[config.mk]
export PLATFORM = sky130hd
export DESIGN_NAME = fifo_wr_arbiter
export DESIGN_NICKNAME = d
export VERILOG_FILES = /design/src/rtl/fifo_arb_pkg.sv /design/src/rtl/rr_pick.sv /design/src/rtl/fifo_wr_arbiter.sv
export SDC_FILE = /design/constraint.sdc
export NUM_CORES = 1
export LEC_CHECK = 0
export CORE_AREA = 2 2 55 57
export DETAILED_ROUTE_END_ITERATION = 7
export DIE_AREA = 0 0 57 59
export PLACE_DENSITY = 0.85
export SYNTH_ARGS = -nofsm -noshare
export SYNTH_HDL_FRONTEND = slang
export SYNTH_SLANG_ARGS = --single-unit
[constraint.sdc]
create_clock -name clk -period 5 [get_ports clk]
set_input_delay 1 -clock clk [delete_from_list [all_inputs] [get_ports clk]]
set_output_delay 1 -clock clk [all_outputs]
set_load 0.005 [all_outputs]
[src/rtl/fifo_arb_pkg.sv]
// Shared types and width helpers for the FIFO write-port arbiter.
package fifo_arb_pkg;

  typedef enum logic {
    IDLE  = 1'b0,
    BURST = 1'b1
  } arb_state_e;

  localparam int unsigned NREQ_DEF      = 4;
  localparam int unsigned DW_DEF        = 8;
  localparam int unsigned MAX_BURST_DEF = 4;
  localparam int unsigned PTR_W_DEF     = $clog2(NREQ_DEF);
  localparam int unsigned CNT_W_DEF     = $clog2(MAX_BURST_DEF + 1);

  function automatic int unsigned ptr_w(input int unsigned nreq);
    return (nreq < 2) ? 1 : $clog2(nreq);
  endfunction

  function automatic int unsigned cnt_w(input int unsigned max_burst);
    return $clog2(max_burst + 1);
  endfunction

endpackage

[src/rtl/rr_pick.sv]
// Rotating priority encoder: first set bit of req scanning upward from start, wrapping.
module rr_pick #(
  parameter int unsigned N = 4,
  parameter int unsigned W = 2
) (
  input  logic [N-1:0] req,
  input  logic [W-1:0] start,
  output logic         found,
  output logic [W-1:0] idx
);

  always_comb begin
    int unsigned j;
    j     = 0;
    found = 1'b0;
    idx   = '0;
    for (int unsigned i = 0; i < N; i++) begin
      j = (32'(start) + i) % N;
      if (!found && req[W'(j)]) begin
        found = 1'b1;
        idx   = W'(j);
      end
    end
  end

endmodule

[src/rtl/fifo_wr_arbiter.sv]
// Round-robin arbiter sharing the FIFO write port between NREQ valid/ready streams,
// with an optional bounded burst lock per grant.
module fifo_wr_arbiter
  import fifo_arb_pkg::*;
#(
  parameter  int unsigned NREQ      = NREQ_DEF,
  parameter  int unsigned DW        = DW_DEF,
  parameter  int unsigned MAX_BURST = MAX_BURST_DEF,
  localparam int unsigned PW        = ptr_w(NREQ),
  localparam int unsigned CW        = cnt_w(MAX_BURST)
) (
  input  logic               clk,
  input  logic               rst_n,
  input  logic [NREQ-1:0]    req_valid,
  input  logic [NREQ*DW-1:0] req_data,
  output logic [NREQ-1:0]    req_ready,
  input  logic               buf_full,
  output logic               wr_en,
  output logic [DW-1:0]      buf_in,
  output logic [PW-1:0]      grant_id,
  output logic               busy
);

  arb_state_e    state_q, state_d;
  logic [PW-1:0] rr_ptr_q, rr_ptr_d;
  logic [PW-1:0] owner_q, owner_d;
  logic [CW-1:0] beat_cnt_q, beat_cnt_d;
  logic          pick_found;
  logic [PW-1:0] pick_idx;
  logic [DW-1:0] lane [NREQ];

  for (genvar g = 0; g < NREQ; g++) begin : g_lane
    assign lane[g] = req_data[g*DW +: DW];
  end

  function automatic logic [PW-1:0] next_ptr(input logic [PW-1:0] p);
    return (32'(p) == NREQ - 1) ? '0 : p + PW'(1);
  endfunction

  rr_pick #(
    .N (NREQ),
    .W (PW)
  ) u_rr_pick (
    .req   (req_valid),
    .start (rr_ptr_q),
    .found (pick_found),
    .idx   (pick_idx)
  );

  // State register
  always_ff @(posedge clk or negedge rst_n) begin
    if (!rst_n) begin
      state_q    <= IDLE;
      rr_ptr_q   <= '0;
      owner_q    <= '0;
      beat_cnt_q <= '0;
    end else begin
      state_q    <= state_d;
      rr_ptr_q   <= rr_ptr_d;
      owner_q    <= owner_d;
      beat_cnt_q <= beat_cnt_d;
    end
  end

  // Next state and same-cycle write-port drive
  always_comb begin
    state_d    = state_q;
    rr_ptr_d   = rr_ptr_q;
    owner_d    = owner_q;
    beat_cnt_d = beat_cnt_q;
    wr_en      = 1'b0;
    buf_in     = '0;
    req_ready  = '0;
    grant_id   = '0;
    busy       = 1'b0;

    case (state_q)
      IDLE: begin
        if (pick_found) begin
          grant_id = pick_idx;
          if (!buf_full) begin
            wr_en               = 1'b1;
            buf_in              = lane[pick_idx];
            req_ready[pick_idx] = 1'b1;
            if (MAX_BURST > 1) begin
              owner_d    = pick_idx;
              beat_cnt_d = CW'(1);
              state_d    = BURST;
            end else begin
              rr_ptr_d = next_ptr(pick_idx);
            end
          end
        end
      end
      BURST: begin
        busy     = 1'b1;
        grant_id = owner_q;
        if (!req_valid[owner_q]) begin
          // Owner went quiet: give up the lock, nobody writes this cycle.
          rr_ptr_d = next_ptr(owner_q);
          state_d  = IDLE;
        end else if (!buf_full) begin
          wr_en              = 1'b1;
          buf_in             = lane[owner_q];
          req_ready[owner_q] = 1'b1;
          beat_cnt_d         = beat_cnt_q + CW'(1);
          if (beat_cnt_d == CW'(MAX_BURST)) begin
            rr_ptr_d = next_ptr(owner_q);
            state_d  = IDLE;
          end
        end
      end
      default: state_d = IDLE;
    endcase

    if (!rst_n) begin
      wr_en     = 1'b0;
      buf_in    = '0;
      req_ready = '0;
      grant_id  = '0;
      busy      = 1'b0;
    end
  end

endmodule

**Word level (Yosys, flattened, before mapping)**

Cells that the tools add are included.
Widths: inputs -> output; s select.

- Flip-flop bits (word level): 8
- Input port bits: 39
- Output and inout bits: 16

- Add/subtract/negate cells: 5
- Magnitude comparators: 10
- Equal/unequal tests: 8
- Muxes and demuxes: 64
- Bitwise logic cells: 4
- Reductions and logical operators: 11

Operators by type and width:

| operator | count |
|---|---|
| $mux 8 | 9 |
| $bmux 8 s2 | 2 |
| $mux 2 | 11 |
| $mux 1 | 20 |
| $mux 4 | 5 |
| $lt 2x3->1 const B | 6 |
| $pmux 8 s2 | 1 |
| $mux 3 | 4 |
| $bmux 1 s2 | 5 |
| $pmux 4 s2 | 1 |
| $ge 3x3->1 const B | 2 |
| $ne 2x2->1 const B | 3 |
| $not 2->3 | 2 |
| $pmux 3 s2 | 1 |
| $reduce_and 3->1 | 2 |
| $logic_and 1x1->1 | 5 |
| $add 2x1->2 const B | 2 |
| $add 2x2->2 const B | 2 |
| $demux 1 s2 | 2 |
| $ge 2x1->1 const B | 2 |
| $pmux 1 s2 | 2 |
| $pmux 2 s2 | 1 |
| $reduce_and 4->1 | 1 |
| $add 3x1->3 const B | 1 |
| other kinds (7) | 10 |

**Longest topological paths before layout**

- Depth after elaboration: 20
- Gate-level depth with buffers: 6

**By module**

A second synthesis with hierarchy kept.

- Cells, all modules: 121
- Area, all modules: 1213.7 µm²

Modules (own cells, without submodules):

| module | instances | cells an instance | area each (µm²) | sequential area each (µm²) |
|---|---|---|---|---|
| fifo_wr_arbiter | 1 | 106 | 1136.1 | 200.2 |
| rr_pick | 1 | 15 | 77.6 | 0.0 |

**Least setup slack after synthesis**

Ideal clock, no wire load.

- Kind: input to output
- Start point: input port req_valid[2]
- End point: output port req_ready[3]
- Arrival: 2390 ps
- Required time: 4000 ps
- Path slack: 1610 ps
- Stages on the path: 6
- Path buffers: 1
- Cells stage by stage: nor2b_4 o21a_1 or3_1 buf_2 or4_1 a21boi_1

- Cells in the longest elaborated chain, start to end: 20

Ends and longest elaborated chain:

| what | RTL line | source |
|---|---|---|
| start: declaration | fifo_wr_arbiter.sv:14 | `input logic [NREQ-1:0] req_valid,` |
| $bmux 1 s2 | rr_pick.sv:19 | `if (!found && req[W'(j)]) begin` |
| $mux 1 (implied by the code) | rr_pick.sv:19 |  |
| $mux 1 | rr_pick.sv:19 |  |
| $logic_not 1->1 | rr_pick.sv:19 |  |
| $logic_and 1x1->1 | rr_pick.sv:19 |  |
| $mux 1 | rr_pick.sv:19 |  |
| $logic_not 1->1 | rr_pick.sv:19 |  |
| $logic_and 1x1->1 | rr_pick.sv:19 |  |
| [4 not listed] | -- |  |
| $lt 2x3->1 (implied by the code) or $ge 2x1->1 (tied branches) | fifo_wr_arbiter.sv:84 | `req_ready[pick_idx] = 1'b1;` |
| $logic_and 1x1->1 (implied by the code) | fifo_wr_arbiter.sv:84 |  |
| $mux 1 (implied by the code) | fifo_wr_arbiter.sv:84 |  |
| $demux 1 s2 | fifo_wr_arbiter.sv:84 |  |
| $mux 4 | fifo_wr_arbiter.sv:81 | `if (!buf_full) begin` |
| $mux 4 | fifo_wr_arbiter.sv:79 | `if (pick_found) begin` |
| $pmux 4 s2 (*) | fifo_wr_arbiter.sv:77 | `case (state_q)` |
| $mux 4 (*) | fifo_wr_arbiter.sv:116 | `if (!rst_n) begin` |
| end: declaration | fifo_wr_arbiter.sv:16 | `output logic [NREQ-1:0] req_ready,` |

Mark *: on every way between the ends. The rest lies on a longest branch, timed or not. The select of a mux whose other input is x is not followed.

**Final worst setup path**

- Start point: input port req_valid[0]
- End point: output port buf_in[7]

- Cells in the longest elaborated chain, start to end: 20

Ends and longest elaborated chain:

| what | RTL line | source |
|---|---|---|
| $bmux 1 s2 | rr_pick.sv:19 |  |
| $mux 1 (implied by the code) | rr_pick.sv:19 |  |
| $mux 1 | rr_pick.sv:19 |  |
| $logic_not 1->1 | rr_pick.sv:19 |  |
| $logic_and 1x1->1 | rr_pick.sv:19 |  |
| $mux 1 | rr_pick.sv:19 |  |
| $logic_not 1->1 | rr_pick.sv:19 |  |
| $logic_and 1x1->1 | rr_pick.sv:19 |  |
| [3 not listed] | -- |  |
| $mux 2 | rr_pick.sv:19 |  |
| $not 2->3 (implied by the code) | fifo_wr_arbiter.sv:83 | `buf_in = lane[pick_idx];` |
| $bmux 8 s2 | fifo_wr_arbiter.sv:83 |  |
| $mux 8 (implied by the code) (2 in a row) | fifo_wr_arbiter.sv:83 |  |
| $mux 8 | fifo_wr_arbiter.sv:81 |  |
| $mux 8 | fifo_wr_arbiter.sv:79 |  |
| $pmux 8 s2 (*) | fifo_wr_arbiter.sv:77 |  |
| $mux 8 (*) | fifo_wr_arbiter.sv:116 |  |
| end: declaration | fifo_wr_arbiter.sv:19 | `output logic [DW-1:0] buf_in,` |

Marks and branches as above.

==> flow_metrics.tcl <==
set metrics [dict create \
    areaGrowthSynthToFinish_pct 47.8 \
    cts_tree "yes" \
    stdcell_count 230 \
    grt_use_total 0.239 \
    clock_sinks 8 \
    post-place-cells 227 \
    fp.coreArea_um2 2710 \
    power.share.sequential 0.224 \
    p_sw_frac 0.437 \
    ant_nets 0 \
    synth.distinct_cells 41 \
    p_clk_frac 0.079 \
    syn_nets 192 \
    drc 0 \
    clk_pin_slew_ns 0.06 \
    skew_ns 0.00589 \
    diodes 0 \
    cts_made_buffers 3 \
    cts_root_buf "clkbuf_4" \
    synth_edf_count 0 \
    num_vias 1355 \
    grt-ovfl-total 0 \
    ys_ff_latch 8 \
    grt_pass1_wl_um 6380 \
    cap_violations 0 \
    p_int_uw 379 \
    cp.required_ns 4.00 \
    place.gp.congestion 0.958 \
    die_area_um2 3360 \
    yosysWarnings 0 \
    grt_max_degree 18 \
    rsz0062_at_grt "no" \
    firstDrtPassIters 4 \
    htreeDepth 1 \
    initial_core_util 0.457 \
    chipWidth_um 57 \
    drt-total-wl_um 3730 \
    power.switching_uw 294 \
    rows 19 \
    clock_path_buffers 2 \
    crit_type "primary input to output pin" \
    async_reset_ff_frac 1.00 \
    antenna_found_initial 0 \
    endpoint_kind "output pin" \
    worstSetupStartpointType "primary input" \
    setup_viol_count_final 0 \
    post-dp-hpwl_um 2920 \
    power_density_nw_per_um2 368 \
    seq_area_frac_synth 0.162 \
    period_share 0.918 \
    drv_slew 0 \
    p_comb_frac 0.697 \
    slew_headroom 0.327 \
    cts_hold_buffers 0 \
    avgSynthCellArea_um2 8.43 \
    cp_max_fo 7 \
    synth_top_flop_cell "dfrtp_1" \
    netlist_area_um2 1240 \
    vias_per_cell 5.89 \
    portBuffers 54 \
    die_y_um 59 \
    max_clock_freq_mhz 218 \
    insertion_delay_ns 0.27 \
    routedWlPerCell_um 16.2 \
    grt_pass1_vias 1389 \
    setup_tns_ns 0 \
    worstMarginPinSlew_ns 1.00 \
    hp-class "register to register" \
    fin_crit_ns 4.59 \
    nNetsFinal 246 \
    drive_gt1_frac 0.0905 \
    hold_viol_final 0 \
    total_power_uw 673 \
    status "complete, no violations" \
    peakVddDrop_v 0.000310 \
    ios 55 \
    postCtsSetupBuffers 0 \
    drtIter0Drc 52 \
    place_area_um2 1810 \
    final_area_um2 1830 \
    netlist_instances 147 \
    p_leak_nw 0.711 \
    cts_resized 0 \
    critical_path_arrival_ns 3.59 \
]
[layer usage]
metal	vias up	share of wire	GRT usage
li1	665	-	-
met1	620	0.44	0.328
met2	65	0.46	0.397
met3	5	0.081	0.0284
met4	0	0.012	0.0731
met5	-	0	0
[per-stage QoR]
step           hold slack (ns)  setup slack, ns  utilization
2_1_floorplan            0.484             1.61            -
3_3_place_gp             0.503            0.536        0.667
3_5_place_dp             0.528            0.438        0.667
4_1_cts                  0.536            0.437        0.675
5_1_grt                  0.571            0.230        0.675
6_report                 0.534            0.411        0.675
[power groups by stage]
| stage | combinational [mW] | sequential (mW) | clock, mW |
|---|---|---|---|
| 2_1_floorplan | 0.326 | 0.123 | 0 |
| 3_3_place_gp | 0.455 | 0.149 | 0 |
| 3_5_place_dp | 0.467 | 0.152 | 0 |
| 4_1_cts | 0.470 | 0.150 | 0.0539 |
| 5_1_grt | 0.519 | 0.157 | 0.0573 |
| 6_report | 0.469 | 0.151 | 0.0531 |
[cells in the final DEF, fill, tap and decap left out, types with 2 or more instances in the layout]
cell type	Yosys	final
o21ai_1	3	3
nand3_1	3	3
nor4_1	2	2
dfrtp_1	8	8
nor2_1	5	5
or4_1	2	2
clkdlybuf4s50_1	0	54
o211ai_1	7	7
ha_1	6	6
a21oi_1	3	3
mux2i_1	11	11
a21boi_0	8	8
clkbuf_4	0	3
nand2b_1	4	4
nand2_1	21	21
o21ai_0	10	10
buf_4	0	3
and2_1	4	4
and3_1	7	7
inv_1	4	4
nor2b_1	4	4
mux4_2	8	8
[registers in the layout (all words and copies together), names as in the netlist]
signal      cells
beat_cnt_q      3
owner_q         2
state_q         1
rr_ptr_q        2
[synth_stat cells (4+ instances only)]
cell,instances,area (µm²)
mux4_2,8,180
nor2_1,5,18.8
nor2b_1,4,25.0
nand2b_1,4,25.0
o211ai_1,7,52.6
mux2i_1,11,110
inv_1,4,15.0
ha_1,6,75.1
and2_1,4,25.0
and3_1,7,43.8
o21ai_0,10,50.1
clkbuf_1,5,18.8
a21boi_0,8,60.1
dfrtp_1,8,200
nand2_1,21,78.8
[cell type report]
| type | count | area, µm² |
|---|---|---|
| fillers | 235 | 880 |
| clock buffers | 3 | 22.5 |
| multi-input cells | 127 | 991 |
| flip-flops and latches | 8 | 200 |
| well taps | 31 | 38.8 |
| repair buffers | 57 | 563 |
| inverters | 4 | 15.0 |
[final timing paths]
| path | start | to | slack (ns) | cells past startpoint |
|---|---|---|---|---|
| max | req_valid[0] | buf_in[7] | 0.41 | 7 |
| min | beat_cnt_q[0]$_DFFE_PN0P_ | beat_cnt_q[0]$_DFFE_PN0P_ | 0.53 | 1 |
| max reg2reg | owner_q[0]$_DFFE_PN0P_ | beat_cnt_q[2]$_DFFE_PN0P_ | 3.07 | 5 |
| min reg2reg | beat_cnt_q[0]$_DFFE_PN0P_ | beat_cnt_q[0]$_DFFE_PN0P_ | 0.53 | 1 |
| max in group asynchronous | rst_n | rr_ptr_q[0]$_DFFE_PN0P_ | 3.73 | 2 |
| min in group asynchronous | rst_n | beat_cnt_q[0]$_DFFE_PN0P_ | 1.10 | 2 |
[cell families (layout without fill, tap and decap cells)]
logic type / Yosys count / count (layout) / synth area share
adders and majority gates: 6 / 6 / 0.0606
buffers and inverters: 12 / 64 / 0.0384
xor gates and xnor gates: 1 / 1 / 0.00707
and+or+nand+nor: 59 / 59 / 0.250
DFF: 8 / 8 / 0.162
muxes: 21 / 21 / 0.265
AOI/OAI and AO/OA: 40 / 40 / 0.217
[critical path, cell delays in order]
cell             delay [ns]
clkdlybuf4s50_1        0.49
nor2b_1                0.17
o21a_1                 0.18
nor4_1                 0.84
o21ai_0                0.21
o211ai_1               0.14
clkdlybuf4s50_1        0.54
(Power assumes the default switching activity.)
